==> src/rtl/gh_pkg.sv <==
// gh_pkg: shared constants, lane state and BCD types for the note hit scorer.
package gh_pkg;
  localparam int LANES = 4;
  localparam int STREAK_STEP = 10;
  localparam int MULT_MAX = 4;
  localparam logic [15:0] SCORE_MAX_BCD = 16'h9999;
  typedef enum logic {IDLE, ARMED} lane_state_t;
  typedef logic [3:0] bcd_digit_t;
  function automatic logic [2:0] calc_mult(input logic [7:0] streak);
    logic [7:0] q;
    q = streak / 8'(STREAK_STEP);
    return (q >= 8'(MULT_MAX - 1)) ? 3'(MULT_MAX) : 3'(q + 8'd1);
  endfunction
endpackage

==> src/rtl/bcd_score_counter.sv <==
// bcd_score_counter: 4-digit BCD up-counter that saturates at 9999.
module bcd_score_counter
  import gh_pkg::*;
(
  input  logic        clk,
  input  logic        clear,
  input  logic        inc,
  output logic [15:0] bcd,
  output logic        at_max
);
  bcd_digit_t [3:0] r_dig, w_next;
  logic w_c;
  assign bcd = r_dig;
  assign at_max = (r_dig == SCORE_MAX_BCD);
  always_comb begin
    w_c = inc & ~at_max;
    for (int k = 0; k < 4; k++) begin
      w_next[k] = w_c ? ((r_dig[k] == 4'd9) ? 4'd0 : r_dig[k] + 4'd1) : r_dig[k];
      w_c = w_c & (r_dig[k] == 4'd9);
    end
  end
  always_ff @(posedge clk)
    r_dig <= clear ? '0 : w_next;
endmodule

==> src/rtl/note_hit_scorer.sv <==
// note_hit_scorer: judges presses against note windows per lane, tracks streak and
// multiplier, and drains earned credits as one-cycle point pulses into a BCD score.
module note_hit_scorer
  import gh_pkg::*;
#(
  parameter int HIT_WINDOW = 5_000_000
) (
  input  logic             clk,
  input  logic             clear,
  input  logic [LANES-1:0] note_arrive,
  input  logic [LANES-1:0] btn,
  output logic             points,
  output logic [15:0]      score_bcd,
  output logic [7:0]       streak,
  output logic [2:0]       mult,
  output logic [LANES-1:0] hit,
  output logic [LANES-1:0] miss
);
  localparam int CW = $clog2(HIT_WINDOW + 1);
  localparam logic [CW-1:0] WIN_LAST = CW'(HIT_WINDOW - 1);
  logic [LANES-1:0] r_btn_prev, r_hit, r_miss, w_press, w_hit, w_miss, w_wrong;
  logic [7:0] r_credits, r_streak;
  logic [2:0] w_n;
  logic [9:0] w_add, w_sum;
  logic [8:0] w_streak_sum;
  logic r_points, w_at_max, w_drain;
  assign w_press = btn & ~r_btn_prev;
  for (genvar i = 0; i < LANES; i++) begin : g_lane
    lane_state_t r_state;
    logic [CW-1:0] r_cnt;
    assign w_hit[i] = w_press[i] & (note_arrive[i] | (r_state == ARMED));
    assign w_miss[i] = (r_state == ARMED) & ~w_press[i] & (note_arrive[i] | (r_cnt == '0));
    assign w_wrong[i] = w_press[i] & ~note_arrive[i] & (r_state == IDLE);
    // A new note while armed always restarts the window, whether the old one hit or missed.
    always_ff @(posedge clk)
      if (clear) begin
        r_state <= IDLE;
        r_cnt <= '0;
      end else if (r_state == IDLE) begin
        if (note_arrive[i] & ~w_press[i]) begin
          r_state <= ARMED;
          r_cnt <= WIN_LAST;
        end
      end else if (note_arrive[i]) r_cnt <= WIN_LAST;
      else if (w_press[i] | (r_cnt == '0)) r_state <= IDLE;
      else r_cnt <= r_cnt - 1'b1;
  end
  assign mult = calc_mult(r_streak);
  assign w_n = 3'($countones(w_hit));
  assign w_add = 10'(w_n) * 10'(mult);
  assign w_drain = (r_credits != 8'd0) & ~w_at_max;
  assign w_sum = 10'(r_credits) + w_add - 10'(w_drain);
  assign w_streak_sum = 9'(r_streak) + 9'(w_n);
  always_ff @(posedge clk) begin
    r_btn_prev <= btn;
    if (clear) begin
      r_hit <= '0;
      r_miss <= '0;
      r_points <= 1'b0;
      r_credits <= '0;
      r_streak <= '0;
    end else begin
      r_hit <= w_hit;
      r_miss <= w_miss;
      r_points <= w_drain;
      // Once the score is pinned at 9999, leftover credits are dropped so the display never overshoots.
      r_credits <= w_at_max ? 8'd0 : (w_sum > 10'd255 ? 8'hFF : w_sum[7:0]);
      r_streak <= (|w_miss | |w_wrong) ? 8'd0 : (w_streak_sum > 9'd255 ? 8'hFF : w_streak_sum[7:0]);
    end
  end
  bcd_score_counter u_score (
    .clk(clk),
    .clear(clear),
    .inc(w_drain),
    .bcd(score_bcd),
    .at_max(w_at_max)
  );
  assign points = r_points;
  assign streak = r_streak;
  assign hit = r_hit;
  assign miss = r_miss;
endmodule
==> config.mk <==
export PLATFORM = sky130hd
export DESIGN_NAME = note_hit_scorer
export DESIGN_NICKNAME = d
export VERILOG_FILES = /design/src/rtl/gh_pkg.sv /design/src/rtl/bcd_score_counter.sv /design/src/rtl/note_hit_scorer.sv
export SDC_FILE = /design/constraint.sdc
export NUM_CORES = 1
export LEC_CHECK = 0
export ABC_CLOCK_PERIOD_IN_PS = 8200
export BUFFER_PORTS_ARGS = -buffer_cell sky130_fd_sc_hd__buf_4
export CORE_ASPECT_RATIO = 0.5
export CORE_MARGIN = 2
export CORE_UTILIZATION = 55
export CTS_CLUSTER_SIZE = 40
export DETAILED_ROUTE_END_ITERATION = 6
export PLACE_DENSITY_LB_ADDON = 0.12
export RECOVER_POWER = 100
export SETUP_SLACK_MARGIN = 0.15
export SLEW_MARGIN = 40
export SYNTH_ARGS = -nofsm -noshare
export SYNTH_HDL_FRONTEND = slang
export SYNTH_SLANG_ARGS = --single-unit
==> constraint.sdc <==
create_clock -name clk -period 8.2 [get_ports clk]
set_clock_uncertainty 0.05 [all_clocks]
set_input_delay 0.41 -clock clk [delete_from_list [all_inputs] [get_ports clk]]
set_output_delay 0.41 -clock clk [all_outputs]
set_load 0.02 [all_outputs]
## Word-level counts from Yosys, hierarchy flattened

Cells that the tools add are included.

- Register bits: 141
- Output and inout port bits: 36

- $add $sub $neg: 15
- Multipliers: 1
- Divide/modulo/power cells: 1
- Magnitude comparators: 3
- Equal/unequal tests: 9
- Multiplexer cells: 39
- Bitwise logic cells: 57
- Reduce and logical (&&, ||, !) cells: 17

Operators with widths:

| cell | number |
|---|---|
| $mux 23 | 16 |
| $logic_not 23->1 | 4 |
| $sub 23x1->23 const B | 4 |
| $and 1x1->1 | 29 |
| $add 4x1->4 const B | 4 |
| $eq 16x16->1 const B | 1 |
| $eq 4x4->1 const B | 4 |
| $mux 1 | 16 |
| $mux 4 | 4 |
| $mux 8 | 2 |
| $not 1->1 | 13 |
| $or 1x1->1 | 13 |
| $ne 3x3->1 const B | 4 |
| $gt 10x8->1 const B | 1 |
| $sub 9x1->10 | 1 |
| $add 8x3->9 | 1 |
| $add 8x6->9 | 1 |
| $gt 9x8->1 const B | 1 |
| $div 8x4->8 const B | 1 |
| $ge 8x2->1 const B | 1 |
| $reduce_and 2->1 | 4 |
| $reduce_bool 2->1 | 4 |
| $reduce_bool 8->1 | 1 |
| $reduce_or 4->1 | 2 |
| 8 further kinds | 10 |

## Depth between registers and ports, before layout

- Word-level depth: 10
- Mapped depth: 27
- Mapped depth without buffers: 26

## Modules after synthesis

Synthesis repeated with hierarchy kept, for this count alone.

- Cell total of the unflattened synthesis: 938
- Area, all modules: 7,930.1 sq um

By module, submodules not included:

| module | times used | cells each | area an instance (sq um) | sequential area each (sq um) |
|---|---|---|---|---|
| note_hit_scorer | 1 | 830 | 7,038.0 | 2,502.4 |
| bcd_score_counter | 1 | 108 | 892.1 | 320.3 |

## Worst setup path before layout

OpenSTA, ideal clock, no wires.

- Path kind: register to register
- Start: reg r_streak[6], in the netlist streak[6]
- End: reg r_credits[0]
- Setup time: 0.147 ns
- Arrival time: 6.045 ns
- Slack: 1.957 ns
- Cell stages (with the launch flop): 27
- Cell sequence: dfxtp_1 clkbuf_1 inv_1 ha_1 and4b_1 or2_2 nor3_1 mux2i_1 o311ai_1 nand2b_1 ha_1 nor3_1 and2_1 inv_2 nand2_1 ha_1 inv_1 fa_1 inv_1 fa_1 inv_1 ha_1 a21o_1 a21oi_1 o21ai_0 a221oi_1 a21oi_1

- Word-level cells in the longest chain between the ends: 8

RTL lines:

| element | line | text |
|---|---|---|
| start, declared | note_hit_scorer.sv:22 | `logic [7:0] r_credits, r_streak;` |
| start signal, assigned | note_hit_scorer.sv:68 | `r_streak <= (\|w_miss \| \|w_wrong) ? 8'd0 : (w_streak_sum > 9'd255 ? 8'hFF : w_streak_sum[7:0]);` |
| $div 8x4->8 * | gh_pkg.sv:11 | `q = streak / 8'(STREAK_STEP);` |
| $ge 8x2->1 / $add 3x1->3 (equally long branches) | gh_pkg.sv:12 | `return (q >= 8'(MULT_MAX - 1)) ? 3'(MULT_MAX) : 3'(q + 8'd1);` |
| $mux 3 * | gh_pkg.sv:12 |  |
| net mult[2] | note_hit_scorer.sv:15 | `output logic [2:0] mult,` |
| $mul 3x3->6 * | note_hit_scorer.sv:50 | `assign w_add = 10'(w_n) * 10'(mult);` |
| $add 8x6->9 * | note_hit_scorer.sv:52 | `assign w_sum = 10'(r_credits) + w_add - 10'(w_drain);` |
| $sub 9x1->10 * | note_hit_scorer.sv:52 |  |
| $gt 10x8->1 * | note_hit_scorer.sv:67 | `r_credits <= w_at_max ? 8'd0 : (w_sum > 10'd255 ? 8'hFF : w_sum[7:0]);` |
| $mux 8 * | note_hit_scorer.sv:67 |  |
| end signal, assigned | note_hit_scorer.sv:67 |  |
| end, declared | note_hit_scorer.sv:22 |  |

The timed path passes the listed nets; every way through them passes the cells marked *.
A chain may end at the register's enable or synchronous reset.

## Worst setup path after layout

- Start: reg r_streak[5], in the netlist streak[5]
- End: reg r_credits[2]

- Word-level cells in the longest chain between the ends: 8

RTL lines:

| element | line |
|---|---|
| $div 8x4->8 * | gh_pkg.sv:11 |
| $ge 8x2->1 / $add 3x1->3 (equally long branches) | gh_pkg.sv:12 |
| $mux 3 * | gh_pkg.sv:12 |
| $mul 3x3->6 * | note_hit_scorer.sv:50 |
| $add 8x6->9 * | note_hit_scorer.sv:52 |
| $sub 9x1->10 * | note_hit_scorer.sv:52 |
| $gt 10x8->1 | note_hit_scorer.sv:67 |
| $mux 8 * | note_hit_scorer.sv:67 |

Mark *: on every way between the ends. The rest lies on a longest branch, timed or not.

==> key figures <==
Run status
  – Outcome: finished, violations left
  – Failing checks: max-capacitance violations, max-slew violations

Clock tree
  – TritonCTS sink count: about 140
  – H-tree Lvls: 4
  – CTS max path bufs: 2
  – Clock-pin transition on the worst setup and hold timing paths: 0.06 ns
  – Post-CTS Setup Bufs: 0
  – Hold_buf cts: 0
  – CTS root buf: clkbuf_16
  – CTS Buf Count: 17
  – Clock tree from TritonCTS: done
  – Skew-Pair Late Insertion Delay: 0.41 ns
  – Post_cts resized: 0

Placement
  – Post-detail-place hpwl: around 12000 um
  – DP Worst Slack: 1.50 ns
  – Placed insts: 1145
  – Port Buffers: 45
  – Routability cong.: 0.905

Drt
  – Met2 WL: about 8000 um
  – M1 WL: 8290 um
  – Routed WL per cell: 14.4 um
  – Routed via count: 6744
  – Via density per instance: 5.72
  – DRC Markers: 0
  – Top Metal Used: met4
  – Initial DRT Pass Iterations: 6
  – Antenna Nets Post-Route: 0
  – Initial DRC count: 414
  – Final wirelength: 17000 um
  – Met3 wire length: 733 um

Worst setup path
  – Crit path capture type: flop
  – Reg2reg setup slack: between 1 and 1.5 ns
  – R2R depth: 25
  – Worst Path Required: ~8.4 ns
  – Worst EP arrival: 7.21 ns
  – Startpoint Class: flop
  – CP Max Fanout: 18
  – Critical setup path kind: reg2reg
  – Worst Setup SP: streak[5]
  – End of the critical path: r_credits[2]
  – Peak per-stage delay on the critical path: 0.84 ns
  – Critical Path Slowest Stage Cell: o311ai_0
  – R2r endpoint: r_credits[2]
  – R2r startpoint: streak[5]

Synth
  – Adder-Cell Fraction of Synth Area: roughly 7.7%
  – Main synth FF type: dfxtp_1
  – Number of synthesized flops with an enable pin: 0
  – Synth warn: 0
  – XOR/XNOR share of the synthesized area: 9.04%
  – Synth async-reset ratio: 0%
  – Gate Count Post-Synth: 930
  – Seq cells post-synth: 141
  – Synth top area share: 36.4%
  – Synthesized net count: 979
  – Area share of and/or/nand/nor cells after synthesis: 27.4%
  – Multiplexer area fraction after synthesis: 0.645%
  – Post-Synthesis Cell Area: 7750 sq um
  – Main combinational cell family by area after synthesis: simple AND/OR/NAND/NOR gates
  – Seq/Total Area, Yosys: 36.4%
  – Post-synth top cells: dfxtp_1, nor2_1, a21oi_1, inv_1, nand2_1
  – Synth area leader: dfxtp_1
  – Top-count cell post-synth: dfxtp_1
  – Synth cell types: 72
  – Synth Area in Compound Gates: 14.3%
  – Synth top area cells: dfxtp_1, nor2_1, ha_1, xor2_1, xnor2_1
  – Average size of a mapped cell: 8.34 sq um

Cells and area
  – Layout Cells excl Fill: about 1200
  – Antenna fix cells: 0
  – Total Nets Final: 1022
  – Area Growth Syn to Fin: 12.4%
  – Layout cells sized above 1: 6.59%
  – Final Core Density: 63.8%

STA
  – Max Transition Viols Final: just over 80
  – Slew @ Worst Pin: 3.69 ns
  – Final Setup Violations: 0
  – Fin crit share: between 80% and 90%
  – Hold Vio Cnt, Final: 0
  – Worst Slack Setup Final: roughly 1.2 ns
  – Slew headroom: -146%
  – Fmax: 143 MHz
  – RSZ-0062 raised after global routing: no
  – Setup TNS: 0 ns
  – Crit path time final: 6.98 ns

Global route
  – Overflow after GRT: 0
  – Initial antenna violation count: 0
  – First-pass GRT wire length: approximately 29000 um
  – Vias in the first global route: 6315
  – GRT Overall Usage: 24.0%
  – Largest net degree at the start of global routing: 83

Floorplan
  – Ports: 46
  – Row cnt: 30
  – DIE WIDTH: about 170 um
  – Core Box Area: 13700 sq um
  – Initial Utilization: 56.7%
  – Die footprint: between 15000 and 20000 sq um
  – Height of the die: 88.0 um

Run
  – Max-cap viol count: 1

Worst hold path
  – Hold Crit Class: in2reg
  – Hold Path Depth: 1

Pwr
  – VDD IR max: 0.000245 V
  – Power Density: between 200 and 250 nW/um^2
  – P_leak: approximately 3.3 nW
==> flip-flops by register name, indices dropped and copies added, names as in the netlist <==
name,count
points,1
r_credits,8
r_btn_prev,4
g_lane.r_cnt,92
streak,8
hit,4
u_score.bcd,16
miss,4
g_lane.r_state,4
==> cells in the final DEF, fill, tap and decap left out, types with 4 or more instances in the layout <==
cell / n
and3_1: 6
mux2i_1: 5
o21a_1: 4
and2_1: 4
buf_4: 11
nand4_1: 7
nand3_1: 30
ha_1: 30
clkbuf_16: 17
dfxtp_1: 141
o22ai_1: 4
o21ai_0: 21
xnor2_1: 39
xor2_1: 41
nor3_1: 40
a31oi_1: 7
nor2_1: 129
or3b_2: 6
nor2b_1: 12
maj3_1: 4
clkbuf_1: 41
fa_1: 9
inv_1: 63
o21bai_1: 4
a211oi_1: 11
or2_2: 5
nor3b_1: 5
or4_1: 16
nor4_1: 29
nand2_1: 52
a21oi_1: 68
or3_1: 10
nand4b_1: 10
a21o_1: 8
nand2b_1: 16
a311oi_1: 14
==> layer usage <==
| layer | track usage (%) | vias to the layer above |
|---|---|---|
| met5 | 0 | - |
| met4 | 5.88 | 0 |
| met3 | 4.70 | 14 |
| met2 | 39.8 | 148 |
| met1 | 32.6 | 3176 |
| li1 | - | 3406 |
==> worst max-delay path, delay by kind of cell, from the launching register on <==
kind / cells / cell delay [ns]
AOI/OAI and AO/OA: 8 / 2.36
and+or+nand+nor: 6 / 0.96
adders and majority gates: 6 / 2.10
buffers and inverters: 5 / 0.67
DFF: 1 / 0.69
==> cell type report <==
class | count | area [sq um]
well taps | 192 | 240
clock buffers | 20 | 447
clock inverters | 12 | 138
fillers | 1226 | 4950
multi-input cells | 698 | 4590
repair buffers | 51 | 236
flip-flops and latches | 141 | 2820
inverters | 64 | 240
==> worst min path at each step <==
stage	startpoint	endpoint	slack, ns
6_report	btn[3]	r_btn_prev[3]	0.09
3_3_place_gp	g_lane[2].r_cnt[22]	g_lane[2].r_cnt[22]	0.41
5_1_grt	btn[3]	r_btn_prev[3]	0.07
2_1_floorplan	btn[0]	r_btn_prev[0]	0.39
4_1_cts	btn[3]	r_btn_prev[3]	0.05
3_5_place_dp	g_lane[2].r_cnt[22]	g_lane[2].r_cnt[22]	0.41
==> kinds of logic after synthesis <==
| logic type | after synthesis |
|---|---|
| multiplexers | 5 |
| buffers and inverters | 91 |
| flip-flops | 141 |
| adder cells (fa/ha/maj) | 43 |
| AND/OR/NAND/NOR | 400 |
| AO/OA/AOI/OAI | 170 |
| XOR/XNOR | 80 |
==> through the flow <==
step | instance area (sq um) | hold slack (ns) | power [mW]
CTS | 8850 | 0.0525 | 2.09
global route | 8710 | 0.0668 | 2.22
floorplan | 7750 | 0.388 | 1.21
global placement | 8260 | 0.414 | 1.32
detailed placement | 8260 | 0.415 | 1.33
finish | 8710 | 0.0883 | 2.08
==> where the power goes <==
part           switching (mW)  internal [mW]  total (mW)
registers              0.0524          0.744       0.796
clock network           0.301          0.459       0.761
logic                   0.307          0.221       0.528
Note: power is estimated with default switching activity, not from simulation.
